**src/rtl/mem_layout_pkg.sv**
```systemverilog
`default_nettype none
// ============================================================================
// Module      : mem_layout_pkg
// Description : Shared widths and state encoding for the PWL waveform DMA
//               receive path.
//               DMA_DATA_WIDTH : useful bits carried per stream beat.
//               pwl_rx_state_e : receiver state encoding.
// Revision    : 1.0 - initial release
// ============================================================================
package mem_layout_pkg;

  localparam int DMA_DATA_WIDTH = 48;

  typedef enum logic [1:0] {
    PWL_RX_IDLE = 2'd0,
    PWL_RX_RECV = 2'd1,
    PWL_RX_DONE = 2'd2,
    PWL_RX_ERR  = 2'd3
  } pwl_rx_state_e;

endpackage
`default_nettype wire

```
**src/rtl/pwl_buffer_ram.sv**
```systemverilog
`default_nettype none
// ============================================================================
// Module      : pwl_buffer_ram
// Description : Simple dual-port frame buffer, DEPTH x DATA_WIDTH.
//               The write is synchronous and the read is registered with
//               1-cycle latency, so the array maps onto block RAM.
//   clk_i   : clock
//   we_i    : write enable
//   waddr_i : write address
//   wdata_i : write data
//   raddr_i : read address, sampled on the rising edge
//   rdata_o : read data, valid one cycle after raddr_i
// Revision    : 1.0 - initial release
// ============================================================================
module pwl_buffer_ram #(
  parameter int DEPTH      = 64,
  parameter int DATA_WIDTH = 48
) (
  input  logic                     clk_i,
  input  logic                     we_i,
  input  logic [$clog2(DEPTH)-1:0] waddr_i,
  input  logic [DATA_WIDTH-1:0]    wdata_i,
  input  logic [$clog2(DEPTH)-1:0] raddr_i,
  output logic [DATA_WIDTH-1:0]    rdata_o
);

  logic [DATA_WIDTH-1:0] mem_q [DEPTH];
  logic [DATA_WIDTH-1:0] rdata_q;

  // No reset on the array or the read register; that lets it infer BRAM.
  always_ff @(posedge clk_i) begin
    if (we_i) begin
      mem_q[waddr_i] <= wdata_i;
    end
    rdata_q <= mem_q[raddr_i];
  end

  assign rdata_o = rdata_q;

endmodule
`default_nettype wire

```
**src/rtl/pwl_dma_receiver.sv**
```systemverilog
`default_nettype none
// ============================================================================
// Module      : pwl_dma_receiver
// Description : Stream-side responder for PWL waveform DMA transfers.
//               It accepts one AXI-Stream frame per arm, stores the low
//               DATA_WIDTH bits of each beat, and reports the frame length on
//               tlast. It then holds the frame for read-back by address
//               until clr.
//   Optional feature macro: PWL_TKEEP_CHECK_EN. When it is defined, an
//   accepted beat whose tkeep is not all ones sets err_keep.
//   dac_clk, dac_rst       : clock and synchronous active-high reset
//   arm, clr               : open for one frame / release frame and errors
//   pwl_t*                 : AXI-Stream slave (tready registered)
//   frame_valid, frame_len : held-frame status
//   rd_addr, rd_data       : buffer read-back, 1-cycle latency
//   err_overflow, err_keep : sticky error flags
// Revision    : 1.0 - initial release
// ============================================================================
module pwl_dma_receiver
  import mem_layout_pkg::*;
#(
  parameter int DEPTH      = 64,
  parameter int DATA_WIDTH = DMA_DATA_WIDTH
) (
  input  logic                       dac_clk,
  input  logic                       dac_rst,
  input  logic                       arm,
  input  logic                       clr,
  input  logic [63:0]                pwl_tdata,
  input  logic [7:0]                 pwl_tkeep,
  input  logic                       pwl_tlast,
  input  logic                       pwl_tvalid,
  output logic                       pwl_tready,
  output logic                       frame_valid,
  output logic [$clog2(DEPTH+1)-1:0] frame_len,
  input  logic [$clog2(DEPTH)-1:0]   rd_addr,
  output logic [DATA_WIDTH-1:0]      rd_data,
  output logic                       err_overflow,
  output logic                       err_keep
);

  localparam int AW = $clog2(DEPTH);
  localparam int LW = $clog2(DEPTH+1);
  localparam logic [LW-1:0] C_FULL = LW'(DEPTH);

  pwl_rx_state_e         state_q;
  logic [LW-1:0]         wr_idx_q;
  logic                  tready_q;
  logic                  frame_valid_q;
  logic [LW-1:0]         frame_len_q;
  logic                  err_overflow_q;
  logic                  err_keep_q;
  logic                  rd_ok_q;

  logic                  beat_acc_w;
  logic                  keep_bad_w;
  logic                  ram_we_w;
  logic [DATA_WIDTH-1:0] ram_rdata_w;
  logic                  unused_ok;

  assign beat_acc_w = pwl_tvalid && tready_q;

`ifdef PWL_TKEEP_CHECK_EN
  assign keep_bad_w = beat_acc_w && (pwl_tkeep != 8'hFF);
`else
  assign keep_bad_w = 1'b0;
`endif

  // Bits above DATA_WIDTH are ignored, and tkeep is only used by the
  // optional check.
  assign unused_ok = ^{pwl_tdata[63:DATA_WIDTH], pwl_tkeep};

  // A beat reaches the buffer only in RECV with room left. clr and reset
  // take priority, so a beat on those edges is dropped.
  assign ram_we_w = beat_acc_w && (state_q == PWL_RX_RECV) &&
                    (wr_idx_q != C_FULL) && !clr && !dac_rst;

  always_ff @(posedge dac_clk) begin
    if (dac_rst || clr) begin
      state_q        <= PWL_RX_IDLE;
      wr_idx_q       <= '0;
      tready_q       <= 1'b0;
      frame_valid_q  <= 1'b0;
      frame_len_q    <= '0;
      err_overflow_q <= 1'b0;
      err_keep_q     <= 1'b0;
    end else begin
      if (keep_bad_w) begin
        err_keep_q <= 1'b1;
      end
      case (state_q)
        PWL_RX_IDLE: begin
          if (arm) begin
            state_q  <= PWL_RX_RECV;
            wr_idx_q <= '0;
            tready_q <= 1'b1;
          end
        end
        PWL_RX_RECV: begin
          if (beat_acc_w) begin
            if (wr_idx_q == C_FULL) begin
              // Buffer already full: drop the beat. Drain the rest of the
              // frame, unless this beat is already the last one.
              err_overflow_q <= 1'b1;
              if (pwl_tlast) begin
                state_q  <= PWL_RX_IDLE;
                tready_q <= 1'b0;
              end else begin
                state_q  <= PWL_RX_ERR;
              end
            end else begin
              wr_idx_q <= wr_idx_q + 1'b1;
              if (pwl_tlast) begin
                state_q       <= PWL_RX_DONE;
                tready_q      <= 1'b0;
                frame_valid_q <= 1'b1;
                frame_len_q   <= wr_idx_q + 1'b1;
              end
            end
          end
        end
        PWL_RX_DONE: begin
          // Hold the frame until clr.
        end
        PWL_RX_ERR: begin
          if (beat_acc_w && pwl_tlast) begin
            state_q  <= PWL_RX_IDLE;
            tready_q <= 1'b0;
          end
        end
        default: begin
          state_q  <= PWL_RX_IDLE;
          tready_q <= 1'b0;
        end
      endcase
    end
  end

  // The in-range decision is registered in step with the RAM read, so
  // rd_data only ever shows entries from the held frame.
  always_ff @(posedge dac_clk) begin
    if (dac_rst) begin
      rd_ok_q <= 1'b0;
    end else begin
      rd_ok_q <= frame_valid_q && (LW'(rd_addr) < frame_len_q);
    end
  end

  pwl_buffer_ram #(
    .DEPTH      (DEPTH),
    .DATA_WIDTH (DATA_WIDTH)
  ) u_buffer (
    .clk_i   (dac_clk),
    .we_i    (ram_we_w),
    .waddr_i (wr_idx_q[AW-1:0]),
    .wdata_i (pwl_tdata[DATA_WIDTH-1:0]),
    .raddr_i (rd_addr),
    .rdata_o (ram_rdata_w)
  );

  assign pwl_tready   = tready_q;
  assign frame_valid  = frame_valid_q;
  assign frame_len    = frame_len_q;
  assign err_overflow = err_overflow_q;
  assign err_keep     = err_keep_q;
  assign rd_data      = (rd_ok_q && frame_valid_q) ? ram_rdata_w : '0;

endmodule
`default_nettype wire

```
**config.mk**
```make
export PLATFORM = sky130hd
export DESIGN_NAME = pwl_dma_receiver
export DESIGN_NICKNAME = d
export VERILOG_FILES = /design/src/rtl/mem_layout_pkg.sv /design/src/rtl/pwl_buffer_ram.sv /design/src/rtl/pwl_dma_receiver.sv
export SDC_FILE = /design/constraint.sdc
export NUM_CORES = 2
export LEC_CHECK = 0
export ABC_AREA = 0
export CORE_ASPECT_RATIO = 0.9
export CORE_MARGIN = 3
export CORE_UTILIZATION = 55
export CTS_CLUSTER_SIZE = 12
export DETAILED_ROUTE_END_ITERATION = 6
export GPL_TIMING_DRIVEN = 0
export HOLD_SLACK_MARGIN = 0.02
export MAX_ROUTING_LAYER = met4
export PLACE_DENSITY_LB_ADDON = 0.25
export SETUP_SLACK_MARGIN = 0.1
export SLEW_MARGIN = 40
export SYNTH_ARGS = -nofsm -noshare
export SYNTH_HDL_FRONTEND = slang
export SYNTH_SLANG_ARGS = --single-unit
```
**constraint.sdc**
```tcl
create_clock -name dac_clk -period 4.5 [get_ports dac_clk]
set_input_delay 0.9 -clock dac_clk [delete_from_list [all_inputs] [get_ports dac_clk]]
set_output_delay 0.9 -clock dac_clk [all_outputs]
set_load 0.01 [all_outputs]
```
==> impl_metrics.json <==
{
  "status": "complete, but fails checks",
  "violations": "DRC, setup timing",
  "final_area_um2": 140000,
  "drt-pass1-iter-count": 7,
  "synth_seq_cells": 3140,
  "ioPinCount": 143,
  "crit_path_top_delay_cell": "clkdlybuf4s50_1",
  "power_mw": 59.3,
  "yosysWarnings": 0,
  "area_growth_pct": 17.8,
  "drt_wl_total_um": 358000,
  "crit_path_start_kind": "input port",
  "gr-usage-all-layers_pct": 33.5,
  "setup_viol": 1,
  "ys_seq_area_share_pct": 78.9,
  "slowest_delay_ps": 880,
  "worstPathArrival_ps": 5270,
  "swShare_pct": 21.0,
  "wl_per_cell_um": 39.8,
  "grt_overflow": 0,
  "seqPwrFrac_pct": 54.2,
  "nets": 6018,
  "layout_setup_ws_ps": -5.62,
  "maxSlewViolCount": 0,
  "clk_pin_slew_worst_paths_ps": 60,
  "cp_max_fo": 10,
  "vias_per_cell": 7.00,
  "slew_headroom_pct": 38.2,
  "clock-sinks": 3140,
  "htree_levels": 5,
  "hold_violations": 0,
  "end_kind": "flip-flop",
  "syn-num-nets": 5257,
  "io_buffers": 116,
  "coreArea_um2": 214000,
  "die_area_um2": 221000,
  "numCtsBuffers": 322,
  "post-place-ws_ps": -814,
  "die_h_um": 447,
  "maxCapViolCount": 0,
  "syn_avg_cell_area_um2": 23.0,
  "syn_area_um2": 119000,
  "die_x_um": 496,
  "p_int_mw": 46.9,
  "combPwrFrac_pct": 5.0,
  "clock_latency_ps": 960,
  "synth_edf_count": 3072,
  "dp_cells": 8438,
  "placed_area_um2": 130000,
  "place.gp.congestion": 0.868,
  "dr_total_vias": 63000,
  "hpwl_um": 245000,
  "grt_pass1_vias": 61400,
  "rrSetupSlack_ps": 230,
  "critPathTopFamily": "buffers and inverters",
  "drc_errors": 2,
  "p_switching_mw": 12.5,
  "power_density_nw_per_um2": 424,
  "synth.distinct_cells": 52,
  "ir_drop_v": 0.000434,
  "first_iter_violations": 11100,
  "min_period_ps": 4510,
  "final-seq-area_um2": 93600,
  "crit_path_cell_trace": "clkdlybuf4s50_1 > buf_2 > nor2b_2 > clkbuf_2 > clkbuf_1 > a21oi_1 > nor2_1 > a221oi_1",
  "multi_input_area_um2": 24100,
  "cts_buffer_depth": 4,
  "synth_top_flop_cell": "edfxtp_1",
  "drtAntennaViolNets": 0,
  "path_buf_inv": 4,
  "tns_ps": -5.62,
  "p_leak_nw": 44.4,
  "rows": 161,
  "n_fill_cell": 13400,
  "final_layout_size_suffix_gt1_share_pct": 29.4,
  "tightest_slew_ps": 928,
  "cts-root-buf": "clkbuf_16",
  "power_frac_clock_pct": 40.8,
  "fmax_mhz": 222,
  "rsz0062_at_grt": "no",
  "hold_class": "input port to flip-flop",
  "grt_antenna_before_repair": 23,
  "start_util_pct": 55.4,
  "fin_crit_sh_pct": 100,
  "synthCells": 5166,
  "required_ps": 5270,
  "stdcell_count": 9000,
  "grt_pass1_wl_um": 490000,
  "grt_start_max_net_pins": 65,
  "critPathKind": "input port to flip-flop",
  "clock_skew_ps": 64.5,
  "cts_tree": "yes",
  "async_flop_share_pct": 0
}
cell usage in the layout, fill, tap and decap left out, types with 85 or more instances in the layout:
| cell type | Yosys | routed |
|---|---|---|
| buf_8 | 0 | 135 |
| clkbuf_1 | 130 | 205 |
| mux2i_1 | 140 | 140 |
| edfxtp_1 | 3072 | 3072 |
| clkbuf_16 | 0 | 328 |
| mux4_2 | 741 | 741 |
| o22ai_1 | 85 | 85 |
| buf_16 | 0 | 137 |
| buf_2 | 82 | 91 |
| buf_4 | 53 | 112 |
| a22oi_1 | 89 | 89 |
state kept, by name, summed over array words and instances, names as in the netlist:
signal,cells
err_overflow,1
frame_len,7
frame_valid,1
pwl_tready,1
rd_ok_q,1
state_q,2
u_buffer.mem_q,3072
u_buffer.rdata_o,48
wr_idx_q,7
routing by layer:
metal | share of wire (%) | global-route usage (%)
met2 | 45 | 47.1
met1 | 35 | 44.6
met4 | 5.6 | 15.5
met3 | 15 | 11.3
met5 | 0 | -
worst register-to-register path, stage by stage (launching register included):
cell and delay (ps):
dfxtp_1 330, clkbuf_1 360, inv_1 260, ha_1 270, nand3b_1 130, o21ai_1 120, buf_2 210, nor2_1 300
nand4_1 520, buf_4 390, nor2_4 480, buf_8 250, buf_16 180, buf_16 170
cells by family (layout without fill, tap and decap cells):
family                     after synthesis  in the layout  share of synthesized area (%)
DFF                                   3140           3140                           78.9
muxes                                  887            887                           15.3
AOI/OAI and AO/OA                      475            475                           2.97
other                                    1             47                        0.00316
and+or+nand+nor                        342            342                           1.41
buffers and inverters                  309           1245                           1.36
adders and majority gates                7              7                         0.0738
xor gates and xnor gates                 5              5                         0.0369
metrics by stage:
stage | util [%] | hold slack (ps)
after global routing | 65.2 | 176
after detailed placement | 60.8 | 479
after floorplan | - | 502
final | 65.2 | 204
after CTS | 65.1 | 146
after global placement | 57.6 | 494
power groups by stage:
stage	Sequential, mW	Clock (mW)	Combinational (mW)
floorplan	32.8	0	1.41
global placement	32.8	0	2.72
detailed placement	32.8	0	2.88
CTS	32.2	24.3	2.91
global route	32.1	25.5	3.07
finish	32.2	24.2	2.97
final timing paths:
path | from | to | cells past startpoint
worst min register to register | err_overflow | err_overflow | 2
worst max register to register | wr_idx_q[0] | u_buffer.mem_q[14][43] | 13
worst min-delay path | pwl_tdata[3] | u_buffer.mem_q[35][3] | 1
worst max-delay path | rd_addr[3] | u_buffer.rdata_o[24] | 8
Yosys cell counts, drive strengths merged (2+ instances only):
master     n  area, um^2
o22a       2        17.5
a22o      35         307
xor2       2        17.5
dfxtp     68        1360
mux2       6        67.6
buf      166        1070
or3b       3        26.3
nor2b     10        62.6
a311oi     2        17.5
a21oi     55         275
o32ai      3        26.3
and2       5        31.3
o221ai    66         578
inv       11        41.3
a22oi     89         668
a211oi    24         180
o22ai     85         532
o211a     19         190
xnor2      3        26.3
ha         7        87.6
o21ai     25         125
nor2     116         438
clkbuf   132         503
nand3     48         240
or3        4        25.0
nor3      34         170
or2        6        37.5
a21o       3        22.5
and3      52         325
nand2     40         150
a211o      9        78.8
nand2b    13        81.3
a221oi    54         473
mux2i    140        1400
mux4     741       16700
edfxtp  3072       92200
nand3b     7        52.6
final cells by class:
| cell class | instances | share of cell area [%] |
|---|---|---|
| Sequential cell | 3140 | 67.0 |
| Timing Repair Buffer | 437 | 5.45 |
| Clock buffer | 474 | 6.34 |
| Buffer | 298 | 1.19 |
| Tap cell | 2852 | 2.55 |
| Antenna cell | 46 | 0.0823 |
| Clock inverter | 25 | 0.175 |
| Multi-Input combinational cell | 1717 | 17.2 |
| Inverter | 11 | 0.0295 |
timing repair:
item / 4_1_cts / 5_1_grt
pin swaps: 2 / 4
setup endpoints to repair: 24 / 121
buffers inserted: 3 / 10
resized for setup: 2 / 2
hold endpoints to repair: 0 / 0
hold buffers: 0 / 0
Power figures use the tool's default switching activity.
